File: src/rtl/mem_stage.sv
// Pipeline memory stage: runs loads/stores over a req/ack handshake and registers MEM/WB.
// Optional access timeout with sticky memErr when MEM_TIMEOUT_EN is defined.
module mem_stage #(
  parameter int N       = 32,
  parameter int TIMEOUT = 255
) (
  input  logic             clk,
  input  logic             rst,
  input  logic             flush,
  input  logic [2*N+7:0]   exBuffer,
  output logic             stall,
  output logic             memReq,
  output logic             memWe,
  output logic [N-1:0]     memAddr,
  output logic [N-1:0]     memWData,
  input  logic             memAck,
  input  logic [N-1:0]     memRData,
  output logic [2*N+5:0]   wbBuffer,
  output logic [N-1:0]     fwdValue,
  output logic [3:0]       fwdRc,
  output logic             fwdRegWrite,
  output logic             memErr
);

  typedef enum logic [1:0] {READY, ACCESS, COMPLETE} state_t;

  state_t           state, state_n;
  logic             ex_regwrite, ex_memtoreg, ex_memwrite, ex_branchflag;
  logic [3:0]       ex_rc;
  logic [N-1:0]     ex_rd3, ex_aluout;
  logic             mem_op;

  logic [2*N+5:0]   wb_n;
  logic             req_n, we_n;
  logic [N-1:0]     addr_n, wdata_n;
  logic             op_regwrite, op_regwrite_n;
  logic             op_memtoreg, op_memtoreg_n;
  logic [3:0]       op_rc, op_rc_n;
  logic             killed, killed_n;
  logic             stall_raw;

  // branchFlag only matters upstream; regWrite already carries its effect here
  logic             unused_ok;

  assign {ex_regwrite, ex_memtoreg, ex_memwrite, ex_branchflag,
          ex_rc, ex_rd3, ex_aluout} = exBuffer;
  assign mem_op    = ex_memwrite | ex_memtoreg;
  assign unused_ok = ex_branchflag;

`ifdef MEM_TIMEOUT_EN
  localparam int CW = ($clog2(TIMEOUT + 1) > 8) ? $clog2(TIMEOUT + 1) : 8;
  logic [CW-1:0] cnt, cnt_n;
  logic          err_n;
`else
  localparam int unused_timeout = TIMEOUT;
  assign memErr = 1'b0;
`endif

  always_comb begin
    state_n       = state;
    wb_n          = wbBuffer;
    req_n         = memReq;
    we_n          = memWe;
    addr_n        = memAddr;
    wdata_n       = memWData;
    op_regwrite_n = op_regwrite;
    op_memtoreg_n = op_memtoreg;
    op_rc_n       = op_rc;
    killed_n      = killed;
    stall_raw     = 1'b0;
`ifdef MEM_TIMEOUT_EN
    cnt_n         = cnt;
    err_n         = memErr;
`endif
    unique case (state)
      READY: begin
        if (flush) begin
          wb_n = '0;
        end else if (mem_op) begin
          stall_raw     = 1'b1;
          req_n         = 1'b1;
          we_n          = ex_memwrite;
          addr_n        = ex_aluout;
          wdata_n       = ex_rd3;
          op_regwrite_n = ex_regwrite;
          op_memtoreg_n = ex_memtoreg;
          op_rc_n       = ex_rc;
          wb_n          = '0;
          state_n       = ACCESS;
`ifdef MEM_TIMEOUT_EN
          cnt_n         = '0;
`endif
        end else begin
          wb_n = {ex_regwrite, ex_memtoreg, ex_rc, {N{1'b0}}, ex_aluout};
        end
      end
      ACCESS: begin
        stall_raw = 1'b1;
        if (memAck) begin
          req_n   = 1'b0;
          state_n = COMPLETE;
          // Address/write-enable registers still hold the op's aluOut and memWrite
          if (killed || flush)
            wb_n = '0;
          else
            wb_n = {op_regwrite, op_memtoreg, op_rc,
                    memWe ? {N{1'b0}} : memRData, memAddr};
        end else begin
          if (flush)
            killed_n = 1'b1;
`ifdef MEM_TIMEOUT_EN
          if (cnt == CW'(TIMEOUT - 1)) begin
            req_n   = 1'b0;
            err_n   = 1'b1;
            wb_n    = '0;
            state_n = COMPLETE;
          end else begin
            cnt_n = cnt + CW'(1);
          end
`endif
        end
      end
      COMPLETE: begin
        wb_n     = '0;
        killed_n = 1'b0;
        state_n  = READY;
      end
      default: begin
        state_n = READY;
      end
    endcase
  end

  assign stall = stall_raw & ~rst;

  always_ff @(posedge clk) begin
    if (rst) begin
      state       <= READY;
      wbBuffer    <= '0;
      memReq      <= 1'b0;
      memWe       <= 1'b0;
      memAddr     <= '0;
      memWData    <= '0;
      op_regwrite <= 1'b0;
      op_memtoreg <= 1'b0;
      op_rc       <= '0;
      killed      <= 1'b0;
`ifdef MEM_TIMEOUT_EN
      cnt         <= '0;
      memErr      <= 1'b0;
`endif
    end else begin
      state       <= state_n;
      wbBuffer    <= wb_n;
      memReq      <= req_n;
      memWe       <= we_n;
      memAddr     <= addr_n;
      memWData    <= wdata_n;
      op_regwrite <= op_regwrite_n;
      op_memtoreg <= op_memtoreg_n;
      op_rc       <= op_rc_n;
      killed      <= killed_n;
`ifdef MEM_TIMEOUT_EN
      cnt         <= cnt_n;
      memErr      <= err_n;
`endif
    end
  end

  assign fwdRegWrite = wbBuffer[2*N+5];
  assign fwdRc       = wbBuffer[2*N+3:2*N];
  assign fwdValue    = wbBuffer[2*N+4] ? wbBuffer[2*N-1:N] : wbBuffer[N-1:0];

endmodule
File: config.mk
export PLATFORM = sky130hd
export DESIGN_NAME = mem_stage
export DESIGN_NICKNAME = d
export VERILOG_FILES = /design/src/rtl/mem_stage.sv
export SDC_FILE = /design/constraint.sdc
export NUM_CORES = 1
export LEC_CHECK = 0
export ABC_AREA = 0
export CORE_ASPECT_RATIO = 0.75
export CORE_MARGIN = 3
export CORE_UTILIZATION = 45
export CTS_CLUSTER_SIZE = 16
export DETAILED_ROUTE_END_ITERATION = 7
export GPL_TIMING_DRIVEN = 0
export PLACE_DENSITY = 0.84
export SYNTH_ARGS = -nofsm -noshare
export SYNTH_HDL_FRONTEND = slang
export SYNTH_SLANG_ARGS = --single-unit
File: constraint.sdc
create_clock -name clk -period 5.75 [get_ports clk]
set_clock_uncertainty 0.15 [all_clocks]
set_input_delay 1.15 -clock clk [delete_from_list [all_inputs] [get_ports clk]]
set_output_delay 1.15 -clock clk [all_outputs]
set_load 0.02 [all_outputs]
## Yosys cells after proc, flatten, opt, wreduce, memory -nomap -nowiden

Cells that the tools add are included.

| operators by class | value |
|---|---|
| equal/unequal tests | 7 |
| bitwise operators | 4 |
| reduce and logical (&&, ||, !) cells | 10 |
| multiplexer cells | 21 |

Operator list:

| operator | number |
|---|---|
| $mux W70 | 4 |
| $pmux W70 S3 | 1 |
| $mux W32 | 2 |
| $ne A2 B2 Y1 const B | 5 |
| $reduce_and A3 Y1 | 3 |
| $mux W1 | 7 |
| $mux W2 | 3 |
| $pmux W1 S2 | 3 |
| $pmux W2 S2 | 1 |
| $reduce_and A4 Y1 | 1 |
| $reduce_bool A2 Y1 | 2 |
| $reduce_bool A3 Y1 | 1 |
| $eq A2 B1 Y1 const B | 1 |
| $eq A2 B2 Y1 const B | 1 |
| $logic_not A2 Y1 | 1 |
| $not A1 Y1 | 2 |
| $reduce_and A2 Y1 | 1 |
| $and A1 B1 Y1 | 1 |
| $logic_or A1 B1 Y1 | 1 |
| $or A1 B1 Y1 | 1 |

| storage, ports and cells | value |
|---|---|
| logic and storage cells | 52 |
| input port bits | 108 |
| flip-flop bits (word level) | 145 |

## Depth between registers and ports, before layout

Gate-level depths: netlist of run 1.

| depth | value |
|---|---|
| depth in word-level cells | 5 |
| depth in mapped cells | 8 |
| mapped depth without buffers | 6 |

## Least setup slack after synthesis of run 1

No wires, ideal clock.

| path | value |
|---|---|
| path type | in2out |
| from | input flush |
| to | output stall |
| data arrival time | 2.033 ns |
| data required time | 4.450 ns |
| setup slack | 2.417 ns |
| stages | 5 |
| path buffers | 1 |
| path through | o21bai_1 nor2_1 clkbuf_1 nor2_1 nor2_1 |

| between the ends | value |
|---|---|
| longest elaborated chain between the ends | 3 |

Ends and longest elaborated chain:

| what | RTL line | RTL |
|---|---|---|
| start: declaration | 9 | `input logic flush,` |
| $mux W1 | 77 | `if (flush) begin` |
| $pmux W1 S2 | 75 | `unique case (state)` |
| $and A1 B1 Y1 | 134 | `assign stall = stall_raw & ~rst;` |
| end: declaration | 11 | `output logic stall,` |

No other way between the ends.

## Worst setup path after layout of run 1

Ends and elaborated chain as after synthesis.

==> results of run 1 <==
per-stage QoR:
step	setup slack, ns	cells	utilization (%)
6_report	1.23	1181	74.5
3_5_place_dp	1.24	1150	69.5
4_1_cts	1.24	1181	74.5
2_1_floorplan	2.42	700	-
5_1_grt	1.10	1181	74.5
3_3_place_gp	1.28	1150	69.5
power by group through the flow:
| stage | sequential (mW) | clock [mW] | combinational (mW) |
|---|---|---|---|
| finish | 1.10 | 1.23 | 0.548 |
| global route | 1.10 | 1.29 | 0.586 |
| global placement | 1.12 | 0 | 0.536 |
| floorplan | 1.17 | 0 | 0.216 |
| detailed placement | 1.12 | 0 | 0.543 |
| CTS | 1.10 | 1.24 | 0.548 |
state kept, by name, summed over array words and instances (netlist names):
register / flops
killed: 1
memAddr: 32
memReq: 1
memWData: 32
memWe: 1
op_memtoreg: 1
op_rc: 4
op_regwrite: 1
state: 2
wbBuffer: 70
worst max-delay path, stage by stage:
cell	delay (ns)
clkdlybuf4s50_1	0.51
o21bai_1	0.23
nor2_1	0.14
clkbuf_1	0.39
nor2_1	0.08
nor2_1	0.09
clkdlybuf4s50_1	0.62
kinds of logic (layout without fill, tap and decap cells):
| family | count (synthesis) | in the layout | synth area share (%) |
|---|---|---|---|
| and+or+nand+nor | 296 | 296 | 22.5 |
| AOI/OAI and AO/OA | 148 | 148 | 17.5 |
| DFF | 145 | 145 | 46.9 |
| buffers and inverters | 73 | 383 | 6.34 |
| muxes | 33 | 33 | 5.98 |
| adders and majority gates | 4 | 4 | 0.808 |
| other | 1 | 1 | 0.0605 |
cell usage after synthesis (all sizes together):
master	number	area (µm²)
nor3	37	335
mux2	32	360
nand3	33	165
a32oi	1	8.76
a2bb2oi	1	8.76
ha	4	50.1
o21bai	1	7.51
buf	45	288
and4bb	1	12.5
nor2	44	165
a221oi	37	512
and2b	2	17.5
mux2i	1	10.0
a211oi	1	7.51
nand2b	1	6.26
a21oi	106	531
or2	2	12.5
dfxtp	145	2900
nor4	1	21.3
nand2	175	657
clkbuf	23	86.3
conb	1	3.75
a21o	1	7.51
inv	5	18.8
worst paths after layout:
check,startpoint,end,slack [ns],cells after the start
setup / recovery,flush,stall,1.23,7
setup reg to reg,state[1],wbBuffer[65],3.33,7
hold reg to reg,memWData[6],memWData[6],0.30,2
hold / removal,memWData[6],memWData[6],0.30,2
layout make-up:
cell class	instances	area (µm²)	area share, %
sequential	145	2900	29.4
multi-input combinational	482	2900	29.4
timing repair buffer	279	2790	28.3
clock buffer	19	453	4.59
buffer	68	374	3.79
tap	171	214	2.17
clock inverter	12	205	2.08
inverter	5	18.8	0.190
per-layer routing:
metal,part of all wire [%],global-route usage (%),wire (µm),vias up
met3,9.2,9.64,2000,28
met2,47,45.7,10300,273
met5,0,0,0,-
met4,1.6,7.67,342,0
li1,-,-,-,3007
met1,42,35.6,9140,3003
==> metrics, run 1 <==
drt pass-1 iters 4; starting DRC count in detailed routing 354; Worst Hold Margin 0.302 ns; largest net degree at the start of global routing 17; Fin. Hold Viols 0; CTS sink count 145; IO Port Bufs 279; worst slew pin tran 0.840 ns; Cells after Synth 700; hold buffer count at CTS 0; Filler cells 1018; area grow syn2layout 59.2%; clk slew on worst S/H paths 0.06 ns; Inserted Diodes 0; number of synthesized register bits 145; initial antenna violation count 0; Setup Buffers After CTS 0; num rows 36; Yosys cell types 30; I/O Pins 283; WL final 21.8 mm; leakage 3.64 nW; Cell Pwr Density 292 mW/mm²; Synth Cell Area 0.00619 mm²; synthesis warning total 0; fin crit share 78.6%; VDD IR max 222 µV; Switching Share 26.7%; clk root buf clkbuf_16; CTS tree yes; CTS Buffer Depth 2; Hold/Removal Path Class flop to flop; first-pass GRT wire length 33.3 mm; Congestion Overflow GR 0; die area 0.0152 mm²; register share of total power 38.2%; Avg Synthesized Cell Area 8.85 µm²; CTS buffer count 17; All-Layer GR Usage 28.1%; Psw 766 µW; clock share of power 42.8%; min Tclk post-route 4.52 ns; syn_nets 812; # setup viols final 0; most frequent cells in the layout 279 x clkdlybuf4s50_1, 175 x nand2_1, 145 x dfxtp_1, 106 x a21oi_1, 44 x nor2_1; layout cell share with drive strength beyond 1 16.9%; maxcap violations 0; CP Data Arrival Time 3.22 ns; effective utilization at floorplan 46.8%; DR WL/cell 18.4 µm; CP max FO 10; register area share after synthesis 46.9%; setup TNS 0 ns; Slew HR 43.6%; core area 0.0132 mm²; number of global-route vias before repair 6112; critical path launch point type input port; Fmax 221 MHz; status completed; most common cell after layout, fill and taps aside clkdlybuf4s50_1; clk_lat worst skew 0.41 ns; Int Pwr 2.11 mW; # DRC 0; Combinational Power Share 19.1%; chip height 108 µm; H-tree lvl count 4; Routed Antenna Nets 0; RSZ-0062 raised after global routing no; GP Congestion 0.858; Tot Pwr 2.88 mW; Slew Viols, Final 0; CP endpoint kind output port; crit path kind input port to output port; die width 141 µm; placed inst area 0.00920 mm²; fin area 0.00986 mm²; via/cell ratio 5.34; post-cts sizing count 0; Crit path required time 4.45 ns; HPWL after detailed placement 16.2 mm; layout net count 1110; Vias 6311
(Power assumes the default switching activity.)
==> run 2, diff against run 1 <==
--- a/config.mk
+++ b/config.mk
@@ -8,11 +8,11 @@
 export ABC_AREA = 0
 export CORE_ASPECT_RATIO = 0.75
 export CORE_MARGIN = 3
-export CORE_UTILIZATION = 45
+export CORE_UTILIZATION = 42
 export CTS_CLUSTER_SIZE = 16
 export DETAILED_ROUTE_END_ITERATION = 7
 export GPL_TIMING_DRIVEN = 0
-export PLACE_DENSITY = 0.84
+export PLACE_DENSITY = 0.79
 export SYNTH_ARGS = -nofsm -noshare
 export SYNTH_HDL_FRONTEND = slang
 export SYNTH_SLANG_ARGS = --single-unit
==> constraint.sdc (replaced) <==
create_clock -name clk -period 4.5 [get_ports clk]
set_clock_uncertainty 0.15 [all_clocks]
set_input_delay 0.9 -clock clk [delete_from_list [all_inputs] [get_ports clk]]
set_output_delay 0.9 -clock clk [all_outputs]
set_load 0.02 [all_outputs]
==> run 2 against run 1 <==
Compared with the run above: worst setup slack worse by 0.69 ns; combinational power up 26%; die area up 6.8%; first-iteration DRC count down 3.1%; routed wire length down 0.12%; critical path type unchanged.
==> metrics, run 2 (synthesized netlist as in run 1, its figures left out) <==
CP startpoint flush; Largest regs wbBuffer x70, memAddr x32, memWData x32; DR WL/cell 18.0 µm (-2.1%); CP endpoint kind output port; Hold Path Depth 2 (unchanged); H-tree lvl count 4 (unchanged); GP Congestion 0.851 (-0.75%); Top cell by count, worst path nor2_1; num rows 37 (+2.8%); area grow syn2layout 58.9%; chip height 111 µm (+3.3%); effective utilization at floorplan 44.0% (-2.8 points); Vias 6194 (-1.9%); worst r2r src state[1]; WL final 21.7 mm (-0.12%); min Tclk post-route 3.96 ns; starting DRC count in detailed routing 343 (-3.1%); setup TNS 0 ns (unchanged); Cell Pwr Density 364 mW/mm² (+25%); clk root buf clkbuf_16; delay of the slowest critical-path stage 0.62 ns (about the same); status completed; FF-to-FF path depth 7 (unchanged); # setup viols final 0 (unchanged); initial antenna violation count 0 (unchanged); Tot Pwr 3.59 mW (+25%); CTS tree yes; VDD IR max 271 µV (+22%); critical path launch point type input port; largest net degree at the start of global routing 17 (unchanged); Congestion Overflow GR 0 (unchanged); Slew Viols, Final 0 (unchanged); fin crit share 87.9%; CTS Buffer Depth 2 (unchanged); RSZ-0062 raised after global routing no; Top reg by flops wbBuffer; Crit path required time 3.45 ns (-1.00 ns); Hold/Removal Path Class flop to flop; Largest register FFs 70 (unchanged); Slew HR 44.5% (+0.92 points); die area 0.0163 mm² (+6.8%); hold wc startpoint memWData[27]; crit path kind input port to output port; # DRC 0 (unchanged); CP max FO 10 (unchanged); maxcap violations 0 (unchanged); dpl cells 1174 (+2.1%); I/O Pins 283 (unchanged); Fmax 253 MHz; Finished Layout Cells 1205 (+2.0%); Inserted Diodes 0 (unchanged); core area 0.0141 mm² (+6.3%); most common cell after layout, fill and taps aside clkdlybuf4s50_1; hold buffer count at CTS 0 (unchanged); CTS sink count 145 (unchanged); number of global-route vias before repair 6119 (+0.11%); All-Layer GR Usage 26.0% (-2.0 points); hold endpoint memWData[27]; layout cell share with drive strength beyond 1 16.7% (-0.20 points); drt pass-1 iters 4 (unchanged); clk slew on worst S/H paths 0.06 ns (about the same); IO Port Bufs 279 (unchanged); clk_lat worst skew 0.41 ns (about the same); Routed Antenna Nets 0 (unchanged); FF-to-FF End wbBuffer[65]; worst slew pin tran 0.832 ns (-0.00746 ns); CP Data Arrival Time 2.91 ns (-0.31 ns); Setup Buffers After CTS 0 (unchanged); first-pass GRT wire length 33.9 mm (+1.7%); CP Cell Sequence clkdlybuf4s50_1 -> o21bai_1 -> nor2_1 -> clkbuf_1 -> nor2_1 -> nor2_1 -> clkdlybuf4s50_1; post-cts sizing count 0 (unchanged); leakage 3.62 nW (-0.60%); layout net count 1110 (unchanged); Reg2Reg Setup Slack 2.04 ns (-1.29 ns); Fin. Hold Viols 0 (unchanged); CTS buffer count 17 (unchanged); Slowest cell on crit path clkdlybuf4s50_1; most frequent cells in the layout 279 x clkdlybuf4s50_1, 175 x nand2_1, 145 x dfxtp_1, 106 x a21oi_1, 44 x nor2_1; via/cell ratio 5.14 (-3.8%); HPWL after detailed placement 16.3 mm (+0.82%); die width 146 µm (+3.4%)
==> run 2: changes by cell type in the layout (fill, tap and decap cells not counted), sizes merged <==
| cell | delta |
|---|---|
| inv | +1 |
| bufinv | -1 |
==> run 2: layout make-up <==
class                      instances  area, µm²
sequential                       145       2900
fill                            1164       4230
clock buffer                      19        433
timing repair buffer             279       2790
clock inverter                    12        180
multi-input combinational        482       2900
tap                              195        244
buffer                            68        374
inverter                           5       18.8
==> run 2: how the worst max path moves through the flow <==
| stage | end | slack, ns | cells after the start |
|---|---|---|---|
| 2_1_floorplan | stall | 1.67 | 5 |
| 3_3_place_gp | stall | 0.53 | 7 |
| 3_5_place_dp | stall | 0.52 | 7 |
| 4_1_cts | stall | 0.52 | 7 |
| 5_1_grt | stall | 0.41 | 7 |
| 6_report | stall | 0.54 | 7 |
==> run 2: layer usage <==
layer  vias to the layer above  global-route usage (%)  part of all wire (%)
met5                         -                       0                     0
met4                         0                    7.02                   1.8
met3                        33                    7.07                   7.8
met2                       231                    42.8                    47
met1                      2938                    33.8                    44
li1                       2992                       -                     -
==> run 2: per-stage QoR <==
stage                     cell area, µm²  util (%)  setup WS, ns  hold slack (ns)
after global routing                9840      70.0         0.408            0.322
after floorplan                     6190         -          1.67            0.286
after detailed placement            9230      65.6         0.523            0.296
after CTS                           9840      70.0         0.522            0.304
final                               9840      70.0         0.543            0.302
after global placement              9230      65.6         0.528            0.291
==> run 2: power breakdown <==
| group | switching [mW] | leakage [nW] | total (mW) | internal [mW] |
|---|---|---|---|---|
| clock network | 0.560 | 0.294 | 1.49 | 0.930 |
| logic | 0.367 | 2.15 | 0.693 | 0.327 |
| registers | 0.0514 | 1.18 | 1.40 | 1.35 |
==> run 2: worst max-delay path, delay by kind of cell <==
kind	cells	cell delay, ns
AOI/OAI and AO/OA	1	0.23
and+or+nand+nor	3	0.28
buffers and inverters	3	1.49
